--- src/rtl/field_line_clear_if.sv ---
// ---------------------------------------------------------------------------
// field_line_clear_if
//   Request/result bundle between the background register / scoring logic
//   and the line-clear engine.
//
//   start          master -> slave   single-cycle request, sampled in IDLE
//   field_in       master -> slave   ROWS*COLS playfield to compact
//   field_out      slave  -> master  compacted playfield, held until next commit
//   lines_cleared  slave  -> master  full rows removed by the last operation
//   busy           slave  -> master  operation in progress
//   done           slave  -> master  one-cycle pulse when results update
// ---------------------------------------------------------------------------
interface field_line_clear_if #(
  parameter int ROWS  = 20,
  parameter int COLS  = 20,
  parameter int CNT_W = 5
);
  logic                   start;
  logic [ROWS*COLS-1:0]   field_in;
  logic [ROWS*COLS-1:0]   field_out;
  logic [CNT_W-1:0]       lines_cleared;
  logic                   busy;
  logic                   done;

  modport master (
    output start, field_in,
    input  field_out, lines_cleared, busy, done
  );

  modport slave (
    input  start, field_in,
    output field_out, lines_cleared, busy, done
  );
endinterface

--- src/rtl/field_line_clear.sv ---
// ---------------------------------------------------------------------------
// field_line_clear
//   Removes every completely filled row from a ROWS x COLS playfield,
//   drops the surviving rows toward the bottom and zero-fills the top.
//   One row is examined per cycle, bottom row first, so the latency from
//   the accepting edge to done is always ROWS+1 edges.
//
//   Row r lives at field bits [COLS*r +: COLS]; row 0 is the top.
//
//   Ports
//     clk    rising-edge clock
//     reset  asynchronous, active-low reset
//     bus    field_line_clear_if.slave: start/field_in in,
//            field_out/lines_cleared/busy/done out (all outputs registered)
// ---------------------------------------------------------------------------
module field_line_clear #(
  parameter int ROWS  = 20,
  parameter int COLS  = 20,
  parameter int CNT_W = 5
) (
  input  logic              clk,
  input  logic              reset,
  field_line_clear_if.slave bus
);

  localparam int N     = ROWS * COLS;
  localparam int PTR_W = $clog2(ROWS);
  // The write pointer carries one extra bit so that the decrement after a
  // write to row 0 lands outside 0..ROWS-1 instead of aliasing a real row.
  localparam int WR_W  = PTR_W + 1;

  typedef enum logic [1:0] {
    IDLE,
    SCAN,
    COMMIT
  } state_t;

  state_t            r_state;
  state_t            w_next;

  logic [N-1:0]      r_src;
  logic [N-1:0]      r_dst;
  logic [N-1:0]      r_field_out;
  logic [PTR_W-1:0]  r_rd;
  logic [WR_W-1:0]   r_wr;
  logic [CNT_W-1:0]  r_cnt;
  logic [CNT_W-1:0]  r_lines;
  logic              r_busy;
  logic              r_done;

  logic [COLS-1:0]   w_src_row;
  logic              w_row_full;
  logic              w_wr_valid;
  logic              w_accept;

  assign w_src_row  = r_src[COLS*r_rd +: COLS];
  assign w_row_full = &w_src_row;
  assign w_wr_valid = (r_wr < WR_W'(ROWS));
  assign w_accept   = (r_state == IDLE) && bus.start;

  // -------------------------------------------------------------------------
  // State register
  // -------------------------------------------------------------------------
  // NOTE: clocked state uses non-blocking (<=) so every flop samples the
  // pre-edge values; blocking (=) here would create order-dependent races.
  always_ff @(posedge clk or negedge reset) begin
    if (!reset) r_state <= IDLE;
    else        r_state <= w_next;
  end

  // -------------------------------------------------------------------------
  // Next-state logic
  // -------------------------------------------------------------------------
  // NOTE: w_next is given a default before the case so that every path
  // assigns it; a missing assignment would infer a latch.
  always_comb begin
    w_next = r_state;
    case (r_state)
      IDLE:    if (bus.start)  w_next = SCAN;
      SCAN:    if (r_rd == '0) w_next = COMMIT;
      COMMIT:  w_next = IDLE;
      default: w_next = IDLE;
    endcase
  end

  // -------------------------------------------------------------------------
  // Datapath
  // -------------------------------------------------------------------------
  // NOTE: the row buffers are ordinary flops rather than a RAM, so they are
  // cleared by reset like any other register; an aborted operation must not
  // leave a stale partial field behind.
  always_ff @(posedge clk or negedge reset) begin
    if (!reset) begin
      r_src       <= '0;
      r_dst       <= '0;
      r_field_out <= '0;
      r_rd        <= '0;
      r_wr        <= '0;
      r_cnt       <= '0;
      r_lines     <= '0;
      r_busy      <= 1'b0;
      r_done      <= 1'b0;
    end else begin
      r_done <= 1'b0;
      case (r_state)
        IDLE: begin
          if (w_accept) begin
            r_src  <= bus.field_in;
            // Zeroing dst up front is what leaves the vacated top rows empty.
            r_dst  <= '0;
            r_rd   <= PTR_W'(ROWS - 1);
            r_wr   <= WR_W'(ROWS - 1);
            r_cnt  <= '0;
            r_busy <= 1'b1;
          end
        end
        SCAN: begin
          if (w_row_full) begin
            r_cnt <= r_cnt + 1'b1;
          end else begin
            if (w_wr_valid) r_dst[COLS*r_wr +: COLS] <= w_src_row;
            r_wr <= r_wr - 1'b1;
          end
          r_rd <= r_rd - 1'b1;
        end
        COMMIT: begin
          r_field_out <= r_dst;
          r_lines     <= r_cnt;
          r_done      <= 1'b1;
          r_busy      <= 1'b0;
        end
        default: ;
      endcase
    end
  end

  assign bus.field_out     = r_field_out;
  assign bus.lines_cleared = r_lines;
  assign bus.busy          = r_busy;
  assign bus.done          = r_done;

endmodule

--- src/flat_wrapper.sv ---
// flat-port wrapper written by rule: the top's interface ports become plain ports
module field_line_clear_flat 
#(
  parameter int ROWS  = 20,
  parameter int COLS  = 20,
  parameter int CNT_W = 5
)
  (clk, reset, bus_start, bus_field_in, bus_field_out, bus_lines_cleared, bus_busy, bus_done);
  field_line_clear_if #(.ROWS(ROWS), .COLS(COLS), .CNT_W(CNT_W)) bus_i ();
  input  logic clk;
  input  logic reset;
  input wire logic [$bits(bus_i.start)-1:0] bus_start;
  input wire logic [$bits(bus_i.field_in)-1:0] bus_field_in;
  output wire logic [$bits(bus_i.field_out)-1:0] bus_field_out;
  output wire logic [$bits(bus_i.lines_cleared)-1:0] bus_lines_cleared;
  output wire logic [$bits(bus_i.busy)-1:0] bus_busy;
  output wire logic [$bits(bus_i.done)-1:0] bus_done;
  assign bus_i.start = bus_start;
  assign bus_i.field_in = bus_field_in;
  assign bus_field_out = bus_i.field_out;
  assign bus_lines_cleared = bus_i.lines_cleared;
  assign bus_busy = bus_i.busy;
  assign bus_done = bus_i.done;
  field_line_clear #(.ROWS(ROWS), .COLS(COLS), .CNT_W(CNT_W)) u_core (.clk(clk), .reset(reset), .bus(bus_i));
endmodule
--- config.mk ---
export PLATFORM = sky130hd
export DESIGN_NAME = field_line_clear_flat
export DESIGN_NICKNAME = d
export VERILOG_FILES = /design/src/rtl/field_line_clear_if.sv /design/src/rtl/field_line_clear.sv /design/src/flat_wrapper.sv
export SDC_FILE = /design/constraint.sdc
export NUM_CORES = 2
export LEC_CHECK = 0
export CAP_MARGIN = 0
export CORE_AREA = 2 2 317 319
export DETAILED_ROUTE_END_ITERATION = 7
export DIE_AREA = 0 0 319 321
export PLACE_DENSITY = 0.81
export RECOVER_POWER = 50
export SYNTH_ARGS = -nofsm -noshare
export SYNTH_HDL_FRONTEND = slang
export SYNTH_SLANG_ARGS = --single-unit
--- constraint.sdc ---
create_clock -name clk -period 14.2 [get_ports clk]
set_input_delay 1.42 -clock clk [delete_from_list [all_inputs] [get_ports clk]]
set_output_delay 1.42 -clock clk [all_outputs]
set_load 0.03 [all_outputs]
==> results.toml <==
[sta]
drv_slew = 865
final-setup-viol-count = 0
hold_viol = 0
worst_slew_pin_slew_ns = 4.27
rsz0062_at_grt = "no"
maxSlewHeadroom_pct = -185
max_freq_ghz = 0.104
period_needed_ns = 9.61
final.setup.tns_ns = 0
whs_ns = 0.466
finClkSkew_ns = 0.0402
layout_worst_path_cycle_share_pct = 67.7

[yosys]
synth_cell_types = 84
synth_cells = 5876
ys_seq_elements = 1225
seq_area_frac_synth_pct = 56.1
synth_area_leader_cell = "dfrtp_1"
synth_area_um2 = 54700
syn_nets = 6293
ys_warn_count = 0
synth-main-ff-cell = "dfrtp_1"
synth.avg_cell_area_um2 = 9.31
synth-async-reset-ratio_pct = 100
yosysTopAreaCellShare_pct = 56.1
synth-edff-count = 0
synthTopCellsByArea = "dfrtp_1, nand2_1, mux2i_1"

[clock_network]
cts_tree = "yes"
root_buffer = "clkbuf_16"
clk_pin_slew_ns = 0.06
holdBufCountCts = 0
post_cts_buffers = 0
cts_sinks = 1225
cts-buffers-inserted = 121
clk_latency_ns = 0.75
cts_resized = 0
htreeDepth = 3
cts_max_path_buffers = 3

[setup_path]
reg2reg_slack_ns = 4.59
worstPathMaxFanout = 116
crit_buf_inv = 2
slowest_stage = "clkinvlp_2"
cp.required_ns = 14.80
start_kind = "register"
reg2regPathDepth = 5
cpMostUsedCell = "nand2_1"
cpPeakStageDelay_ns = 4.18
path_cells = "nand2b_1 -> clkinvlp_2 -> clkbuf_1 -> nand2_1 -> nand2_1"
cp-end-kind = "register"
worstPathArrival_ns = 10.21
path_depth = 5
cp_top_family = "buffers and inverters"
path_class = "reg -> reg"

[floorplan]
design.core.area_um2 = 99300
die_x_um = 319
fp-row-count = 116
start_util_pct = 55.1
die_y_um = 321
ioPinCount = 810
dieArea_um2 = 102000

[detailed_routing]
drtIter0Drc = 5996
ant_nets = 0
viasPerCell = 6.08
dr_total_vias = 48341
drtPass1Iterations = 8
wl_mm = 204
route.detailed.drc = 0
wl_per_cell_um = 25.6

[global_routing]
grtUsageTotal_pct = 39.5
antenna_found_initial = 14
grt_first_pass_wirelength_mm = 303
grt_pass1_vias = 48414
grt_max_degree = 215
grt_overflow = 0

[hold_path]
hold_class = "reg -> reg"
worst_hold_path.num_cells = 2

[pwr]
p_per_area_nw_per_um2 = 252
ir_worst_vdd_mv = 0.209
leakage_uw = 0.0349

[flow_run]
cap_violations = 13

[place]
gp_congestion = 1.00
hpwlAfterDp_mm = 145
io_buffers = 809

[layout]
multiInputGateArea_um2 = 22500
nNetsFinal = 6957
drive_gt1_share_pct = 6.61
area.growth.synth_to_final_pct = 24.0
final_util_pct = 68.3
mostFrequentLayoutCells = "nand2_1, dfrtp_1, clkdlybuf4s50_1"
final_common_cell = "nand2_1"
fill_cells = 7520
ff_latch_area_um2 = 30700

[status]
violations = "capacitance limit, slew limit"
outcome = "finished, violations left"
-- Yosys cell counts (all sizes together), types with 19 or more instances --
| cell | number |
|---|---|
| a21oi | 40 |
| a22o | 47 |
| a22oi | 75 |
| a31oi | 27 |
| and2 | 30 |
| buf | 64 |
| clkbuf | 286 |
| dfrtp | 1225 |
| mux2 | 31 |
| mux2i | 273 |
| mux4 | 75 |
| nand2 | 2847 |
| nand2b | 25 |
| nand3 | 109 |
| nand4 | 27 |
| nor2 | 124 |
| nor3 | 53 |
| o211ai | 22 |
| o21ai | 76 |
| o22ai | 70 |
| o2bb2ai | 60 |
| o311ai | 19 |
-- registers in the layout, summed over array words and instances, names as in the netlist, 2 cells and up --
signal / flops
u_core.r_rd: 5
u_core.r_dst: 400
u_core.bus.lines_cleared: 5
u_core.r_src: 400
u_core.r_state: 2
u_core.r_wr: 6
u_core.r_cnt: 5
u_core.bus.field_out: 400
-- final timing paths --
kind                                      startpoint                        end
setup / recovery                   u_core.r_state[0]  u_core.bus.field_out[219]
hold / removal             u_core.bus.field_out[275]  u_core.bus.field_out[275]
setup reg to reg                   u_core.r_state[0]  u_core.bus.field_out[219]
hold reg to reg            u_core.bus.field_out[275]  u_core.bus.field_out[275]
max in group asynchronous                      reset             u_core.r_rd[0]
min in group asynchronous                      reset  u_core.bus.field_out[315]
-- cell families after synthesis --
group	count (synthesis)	synth area share, %
flops	1225	56.1
simple gates	3312	24.0
buf+inv	368	2.93
mux	379	8.73
compound gates	563	7.60
fa+ha+maj	14	0.334
xor+xnor	15	0.291
-- per-layer routing --
layer | wire length, µm | global-route usage, % | vias to the layer above
met3 | 18800 | 8.23 | 737
met4 | 15600 | 25.7 | 4
met2 | 96000 | 63.7 | 2961
met5 | 25 | 0 | -
li1 | - | - | 20851
met1 | 73200 | 48.6 | 23788
-- per-stage QoR --
step	worst slack, ns	instances	power (µW)	area (µm²)
3_3_place_gp	7.48	7715	13200	63700
3_5_place_dp	7.35	7715	13300	63700
6_report	4.59	7948	17100	67800
4_1_cts	7.31	7938	16700	67800
5_1_grt	3.94	7945	17500	67800
2_1_floorplan	9.33	5876	9660	54700
-- worst min-delay path: cells and delay by family (launching register included) --
kind | cells | cell delay (ns)
simple gates | 2 | 0.11
flops | 1 | 0.33
-- report_power, final --
part | total, µW | switching, µW | internal (µW)
Clock | 3350 | 1410 | 1940
Sequential | 5200 | 734 | 4470
Combinational | 8540 | 6170 | 2370
Total | 17100 | 8300 | 8780
-- layout make-up --
cell class / count / share of cell area (%)
diodes: 10 / 0.0369
repair buffers: 891 / 12.9
clock inverters: 43 / 0.803
multi-input cells: 4283 / 33.2
well taps: 1298 / 2.39
flip-flops and latches: 1225 / 45.2
inverters: 18 / 0.101
clock buffers: 180 / 5.34
(Power assumes the default switching activity.)
